$ cat src/rtl/vga_pkg.sv
// Shared VGA timing constants (640x480@60) and sync polarity encodings,
// reused by the timing generator and by downstream pixel generators.
package vga_pkg;

    localparam int H_ACTIVE_640 = 640;
    localparam int H_FRONT_640  = 16;
    localparam int H_SYNC_640   = 96;
    localparam int H_BACK_640   = 48;

    localparam int V_ACTIVE_480 = 480;
    localparam int V_FRONT_480  = 10;
    localparam int V_SYNC_480   = 2;
    localparam int V_BACK_480   = 33;

    localparam int CLK_DIV_DEF  = 4;
    localparam int CW_DEF       = 10;

    localparam logic SYNC_ACTIVE_LOW  = 1'b0;
    localparam logic SYNC_ACTIVE_HIGH = 1'b1;

endpackage

$ cat src/rtl/vga_timing_gen_div.sv
// Pixel clock-enable generator: one-clk tick every CLK_DIV enabled clk edges.
module pix_tick_div #(
    parameter int CLK_DIV = 4
) (
    input  logic clk,
    input  logic rst,
    input  logic en,
    output logic tick
);

    localparam int DW = (CLK_DIV > 1) ? $clog2(CLK_DIV) : 1;
    localparam logic [DW-1:0] DIV_LAST = DW'(CLK_DIV - 1);
    localparam logic [DW-1:0] DIV_ONE  = DW'(1);

    logic [DW-1:0] divCnt;

    if (CLK_DIV < 1) begin : gBadDiv
        $error("pix_tick_div: CLK_DIV must be >= 1");
    end

    if (CLK_DIV == 1) begin : gNoDiv
        assign divCnt = '0;
    end else begin : gDiv
        always_ff @(posedge clk or negedge rst) begin
            if (!rst) begin
                divCnt <= '0;
            end else if (en) begin
                divCnt <= (divCnt == DIV_LAST) ? '0 : divCnt + DIV_ONE;
            end
        end
    end

    // Gated by reset so a CLK_DIV=1 divider cannot strobe while held in reset.
    assign tick = rst & en & (divCnt == DIV_LAST);

endmodule

$ cat src/rtl/vga_timing_gen.sv
// VGA horizontal/vertical timing generator with registered, zero-skew
// sync and blanking outputs aligned to the p_x/p_y coordinates.
module vga_timing_gen
    import vga_pkg::*;
#(
    parameter int   H_ACTIVE = H_ACTIVE_640,
    parameter int   H_FRONT  = H_FRONT_640,
    parameter int   H_SYNC   = H_SYNC_640,
    parameter int   H_BACK   = H_BACK_640,
    parameter int   V_ACTIVE = V_ACTIVE_480,
    parameter int   V_FRONT  = V_FRONT_480,
    parameter int   V_SYNC   = V_SYNC_480,
    parameter int   V_BACK   = V_BACK_480,
    parameter int   CLK_DIV  = CLK_DIV_DEF,
    parameter logic HS_POL   = SYNC_ACTIVE_LOW,
    parameter logic VS_POL   = SYNC_ACTIVE_LOW,
    parameter int   CW       = CW_DEF
) (
    input  logic          clk,
    input  logic          rst,
    input  logic          en,
    output logic          p_tick,
    output logic          hsync,
    output logic          vsync,
    output logic          video_on,
    output logic [CW-1:0] p_x,
    output logic [CW-1:0] p_y,
    output logic          line_start,
    output logic          frame_start
);

    localparam int H_TOT = H_ACTIVE + H_FRONT + H_SYNC + H_BACK;
    localparam int V_TOT = V_ACTIVE + V_FRONT + V_SYNC + V_BACK;

    if ((H_TOT > (1 << CW)) || (V_TOT > (1 << CW))) begin : gCwTooSmall
        $error("vga_timing_gen: CW too narrow for H_TOT-1 / V_TOT-1");
    end

    localparam logic [CW-1:0] H_LAST   = CW'(H_TOT - 1);
    localparam logic [CW-1:0] V_LAST   = CW'(V_TOT - 1);
    localparam logic [CW-1:0] H_VIS    = CW'(H_ACTIVE);
    localparam logic [CW-1:0] V_VIS    = CW'(V_ACTIVE);
    localparam logic [CW-1:0] HS_FIRST = CW'(H_ACTIVE + H_FRONT);
    localparam logic [CW-1:0] HS_LAST  = CW'(H_ACTIVE + H_FRONT + H_SYNC - 1);
    localparam logic [CW-1:0] VS_FIRST = CW'(V_ACTIVE + V_FRONT);
    localparam logic [CW-1:0] VS_LAST  = CW'(V_ACTIVE + V_FRONT + V_SYNC - 1);
    localparam logic [CW-1:0] ONE      = CW'(1);

    function automatic logic hsyncOf(input logic [CW-1:0] x);
        return ((x >= HS_FIRST) && (x <= HS_LAST)) ? HS_POL : ~HS_POL;
    endfunction

    function automatic logic vsyncOf(input logic [CW-1:0] y);
        return ((y >= VS_FIRST) && (y <= VS_LAST)) ? VS_POL : ~VS_POL;
    endfunction

    function automatic logic visibleOf(input logic [CW-1:0] x, input logic [CW-1:0] y);
        return (x < H_VIS) && (y < V_VIS);
    endfunction

    pix_tick_div #(
        .CLK_DIV (CLK_DIV)
    ) uDiv (
        .clk  (clk),
        .rst  (rst),
        .en   (en),
        .tick (p_tick)
    );

    logic [CW-1:0] xNext;
    logic [CW-1:0] yNext;

    always_comb begin
        xNext = p_x + ONE;
        yNext = p_y;
        if (p_x == H_LAST) begin
            xNext = '0;
            yNext = (p_y == V_LAST) ? '0 : p_y + ONE;
        end
    end

    // Decode from next-count values so sync/blank land on the same edge as p_x/p_y.
    always_ff @(posedge clk or negedge rst) begin
        if (!rst) begin
            p_x      <= '0;
            p_y      <= '0;
            hsync    <= ~HS_POL;
            vsync    <= ~VS_POL;
            video_on <= 1'b1;
        end else if (p_tick) begin
            p_x      <= xNext;
            p_y      <= yNext;
            hsync    <= hsyncOf(xNext);
            vsync    <= vsyncOf(yNext);
            video_on <= visibleOf(xNext, yNext);
        end
    end

    assign line_start  = p_tick & (p_x == '0);
    assign frame_start = line_start & (p_y == '0);

endmodule

$ cat config.mk
export PLATFORM = sky130hd
export DESIGN_NAME = vga_timing_gen
export DESIGN_NICKNAME = d
export VERILOG_FILES = /design/src/rtl/vga_pkg.sv /design/src/rtl/vga_timing_gen_div.sv /design/src/rtl/vga_timing_gen.sv
export SDC_FILE = /design/constraint.sdc
export NUM_CORES = 1
export LEC_CHECK = 0
export BUFFER_PORTS_ARGS = -buffer_cell sky130_fd_sc_hd__buf_2
export CAP_MARGIN = 20
export CORE_ASPECT_RATIO = 1.5
export CORE_UTILIZATION = 30
export CTS_BUF_LIST = sky130_fd_sc_hd__clkbuf_2
export CTS_CLUSTER_SIZE = 28
export DETAILED_ROUTE_END_ITERATION = 12
export SYNTH_ARGS = -nofsm -noshare
export SYNTH_HDL_FRONTEND = slang
export SYNTH_SLANG_ARGS = --single-unit
$ cat constraint.sdc
create_clock -name clk -period 4.5 [get_ports clk]
set_clock_uncertainty 0.1 [all_clocks]
set_input_delay 0.225 -clock clk [delete_from_list [all_inputs] [get_ports clk]]
set_output_delay 0.225 -clock clk [all_outputs]
set_load 0.1 [all_outputs]
Word-level counts from Yosys, hierarchy flattened
Cells that the tools add are included.
{"block": "word_totals", "register_bits": 25, "in_bits": 3, "output_inout_bits": 26}
{"block": "op_classes", "n_addsub": 3, "magnitude_cmp": 6, "eq_ne": 3, "mux": 6, "bitwise_logic": 4, "reduce_logical": 5}
{"operator": "$mux 10", "count": 3}
{"operator": "$add 10x1->10 const B", "count": 2}
{"operator": "$eq 10x10->1 const B", "count": 2}
{"operator": "$logic_not 10->1", "count": 2}
{"operator": "$ge 10x10->1 const B", "count": 1}
{"operator": "$ge 10x9->1 const B", "count": 1}
{"operator": "$le 10x10->1 const B", "count": 1}
{"operator": "$le 10x9->1 const B", "count": 1}
{"operator": "$lt 10x10->1 const B", "count": 1}
{"operator": "$lt 10x9->1 const B", "count": 1}
{"operator": "$and 1x1->1", "count": 4}
{"operator": "$logic_and 1x1->1", "count": 3}
{"operator": "$add 2x1->2 const B", "count": 1}
{"operator": "$eq 2x2->1 const B", "count": 1}
{"operator": "$mux 1", "count": 2}
{"operator": "$mux 2", "count": 1}

Logic depth before layout (Yosys ltp)
{"block": "logic_depth", "ltp_word": 6, "ltp_mapped": 9, "ltp_nobuf": 8}

Cells and area by module
A second synthesis with hierarchy kept.
{"block": "unflattened", "cells_unflattened": 202, "hier_area_um2": 1755.4}
{"module": "vga_timing_gen", "instances": 1, "cells_each": 195, "area_each_um2": 1659.1, "seq_area_each_um2": 579.3}
{"module": "pix_tick_div", "instances": 1, "cells_each": 7, "area_each_um2": 96.3, "seq_area_each_um2": 50.0}

Worst setup path before layout
OpenSTA, ideal clock, no wires.
{"block": "synth_path", "path_kind": "reg-to-output", "from": "register p_x[6]", "to": "output frame_start", "t_arrival_ns": 3.072, "slack_ns": 1.103, "stages_incl_launch_ff": 5, "cell_sequence": "dfrtp_1 -> clkbuf_1 -> nor4b_1 -> and4_1 -> and3_1"}
{"block": "synth_via", "elab_chain_len": 3}
{"item": "from (decl)", "line": "vga_timing_gen.sv:26", "text": "output logic [CW-1:0] p_x,"}
{"item": "from (signal assigned)", "line": "vga_timing_gen.sv:91", "text": "p_x <= xNext;"}
{"item": "$logic_not 10->1", "line": "vga_timing_gen.sv:99", "text": "assign line_start = p_tick & (p_x == '0);"}
{"item": "$and 1x1->1", "line": "vga_timing_gen.sv:99"}
{"item": "via line_start", "line": "vga_timing_gen.sv:28", "text": "output logic line_start,"}
{"item": "$and 1x1->1", "line": "vga_timing_gen.sv:100", "text": "assign frame_start = line_start & (p_y == '0);"}
{"item": "to (decl)", "line": "vga_timing_gen.sv:29", "text": "output logic frame_start"}
The timed path passes the listed nets, and every way through them passes these cells.

Final worst setup path
{"block": "layout_path", "from": "input rst", "to": "output frame_start"}
{"block": "layout_via", "elab_chain_len": 4}
{"item": "from (decl)", "line": "vga_timing_gen.sv:20", "text": "input logic rst,"}
{"item": "$and 1x1->1 (2 in series)", "line": "vga_timing_gen_div.sv:34", "text": "assign tick = rst & en & (divCnt == DIV_LAST);"}
{"item": "$and 1x1->1", "line": "vga_timing_gen.sv:99"}
{"item": "$and 1x1->1", "line": "vga_timing_gen.sv:100"}
No other way between the ends.

==> qor.yml <==
cp-start-kind: "primary input"
viasPerCell: 5.468
synthArstFlopShare: 1.000
r2r_start: "p_x[0]"
initial_core_util: 0.3130
h-tree-depth: 1
synth_top_cell_by_area: "dfrtp_1"
dr.pass1.iters: 4
synth_area_leaders: "dfrtp_1, o21ai_0, dfstp_2"
antenna_found_initial: 0
layout-drive-gt1-share: 0.1963
io_pins: 29
clk_transition_reported_paths_ns: 0.24
power_mw: 0.8087
worstSetupPathType: "primary input to output port"
synth.most_common_cell: "dfrtp_1"
port_buffers: 28
ys_seq_area_frac: 0.3924
drc: 0
total_leakage_power_nw: 0.7648
core_mm2: 0.005125
power_frac_clock: 0.108
cts_buffers: 3
rsz0062_at_grt: "no"
grt_max_degree: 27
die_h_um: 91.56
finalNetCount: 223
routed-via-count: 1542
synth_area_mm2: 0.001604
sequentialPowerShare: 0.403
min_period_ns: 3.024
syn_nets: 199
cp_slowest_cell: "dlygate4sd3_1"
drt_iter0_drc: 161
worst_ir_drop_vdd_uv: 169.9
cts_sinks: 25
ant_nets: 0
root_buffer: "clkbuf_2"
dieWidth_um: 61.71
area_growth_pct: 13.34
hold_class: "primary input to flip-flop"
clk_latency_ns: 0.35
p_comb_frac: 0.489
rows: 32
finish.utilization: 0.3547
synth_seq_cells: 25
switching_share: 0.5487
setup_viol: 0
p_switching_mw: 0.4437
dp_hpwl_um: 3088
hold_start: "en"
path_max_fanout: 26
critPathTopFamily: "buffers and inverters"
synth_common_cells: "dfrtp_1, o21ai_0, nand2_1"
cp_common_cell: "buf_2"
internal-power_mw: 0.3650
avgRoutedWirePerCell_um: 14.62
slew_violations: 0
synth_flop_cell: "dfrtp_1"
cap_violations: 0
fmax_mhz: 330.7
crit_required_ns: 4.18
finalHoldViolations: 0
dieArea_mm2: 0.005649
synth_cells: 191
synth_top_area_share: 0.3432
finalCritPeriodShare: 0.6719
grt_pass1_vias: 1395
routed_wl_um: 4122
slowest_delay_ns: 0.52
tns_ns: 0
track_usage: 0.1578
setup.worst_path.start: "rst"
grt_pass1_wl_um: 6699
powerDensity_mw_per_mm2: 444.8
relSlewSlack: 0.6155
crit_path_end_kind: "output port"
antennaDiodeCount: 0
grt-ovfl-total: 0
synth_area_per_cell_um2: 8.398
cp.arrival_ns: 2.70
place.gp.congestion: 0.8908
cts_tree: "yes"
clockBufferDepth: 2
critPathBufInv: 3
cp_cell_sequence: "dlygate4sd3_1 > buf_2 > nand3_1 > nor2_1 > and4_1 > and3_1 > buf_2"
synth_edf_count: 0
yosys_warnings: 0
run_status: "finished, final reports clean"
tightest_slew_ns: 0.5768
synth_cell_types: 42
-- per-layer routing --
metal | global-route usage | vias up | routed length (um)
met4 | 0.05370 | 0 | 37
met3 | 0.01852 | 4 | 168
li1 | - | 750 | -
met1 | 0.1964 | 739 | 1732
met5 | 0 | - | 0
met2 | 0.2697 | 49 | 2184
-- kinds of logic after synthesis --
kind of cell | share of synthesized area
fa+ha+maj | 0.03900
buf+inv | 0.04212
flops | 0.3924
simple gates | 0.2715
xor+xnor | 0.03822
compound gates | 0.2028
mux | 0.01404
-- registers in the layout (all words and copies together), names as in the netlist --
name / flops
video_on: 1
p_x: 10
vsync: 1
p_y: 10
hsync: 1
uDiv.divCnt: 2
-- cell usage in the layout (no fill, tap or decap), drive strengths merged, types with 4 or more instances in the layout --
cell    n
xnor2   4
buf    28
nand3  13
nor2   16
a21oi   9
o21ai  21
inv     7
nor3    8
nand2  18
o31ai   5
a31oi   4
dfrtp  22
or3     5
nand4   5
ha      5
-- layout make-up --
type	count	area [um^2]
clock buffer	3	15.01
tap	68	85.08
multi-input combinational	149	907.1
clock inverter	1	5.005
inverter	7	26.28
sequential	25	629.4
fill	560	3307
timing repair buffer	29	150.1
-- power groups by stage --
stage	Combinational (mW)	Sequential, mW	Clock (mW)
after floorplan	0.103	0.555	0
after global placement	0.392	0.330	0
after detailed placement	0.396	0.331	0
after CTS	0.397	0.327	0.0917
after global routing	0.418	0.335	0.102
final	0.395	0.326	0.0874
-- through the flow --
| stage | cells | area [um^2] | worst slack (ns) | hold slack (ns) |
|---|---|---|---|---|
| floorplan | 191 | 1604 | 1.103 | -0.1706 |
| global placement | 277 | 1788 | 1.840 | 0.1559 |
| detailed placement | 277 | 1788 | 1.773 | 0.1547 |
| CTS | 282 | 1818 | 1.398 | 0.04637 |
| global route | 282 | 1818 | 1.206 | 0.02296 |
| finish | 282 | 1818 | 1.476 | 0.05218 |
-- final timing paths --
check,endpoint,slack (ns),depth (start not counted)
hold / removal,uDiv.divCnt[0],0.05,2
hold reg to reg,hsync,0.42,2
max in group asynchronous,p_y[9],3.65,2
setup reg to reg,video_on,1.87,7
setup / recovery,frame_start,1.48,7
min in group asynchronous,p_y[5],0.26,2
-- repair_timing --
action,4_1_cts,5_1_grt
hold buffers,1,0
setup buffers,0,0
hold endpoints to repair,22,0
resized for setup,0,0
No activity file was read; power rests on OpenSTA's default activity.
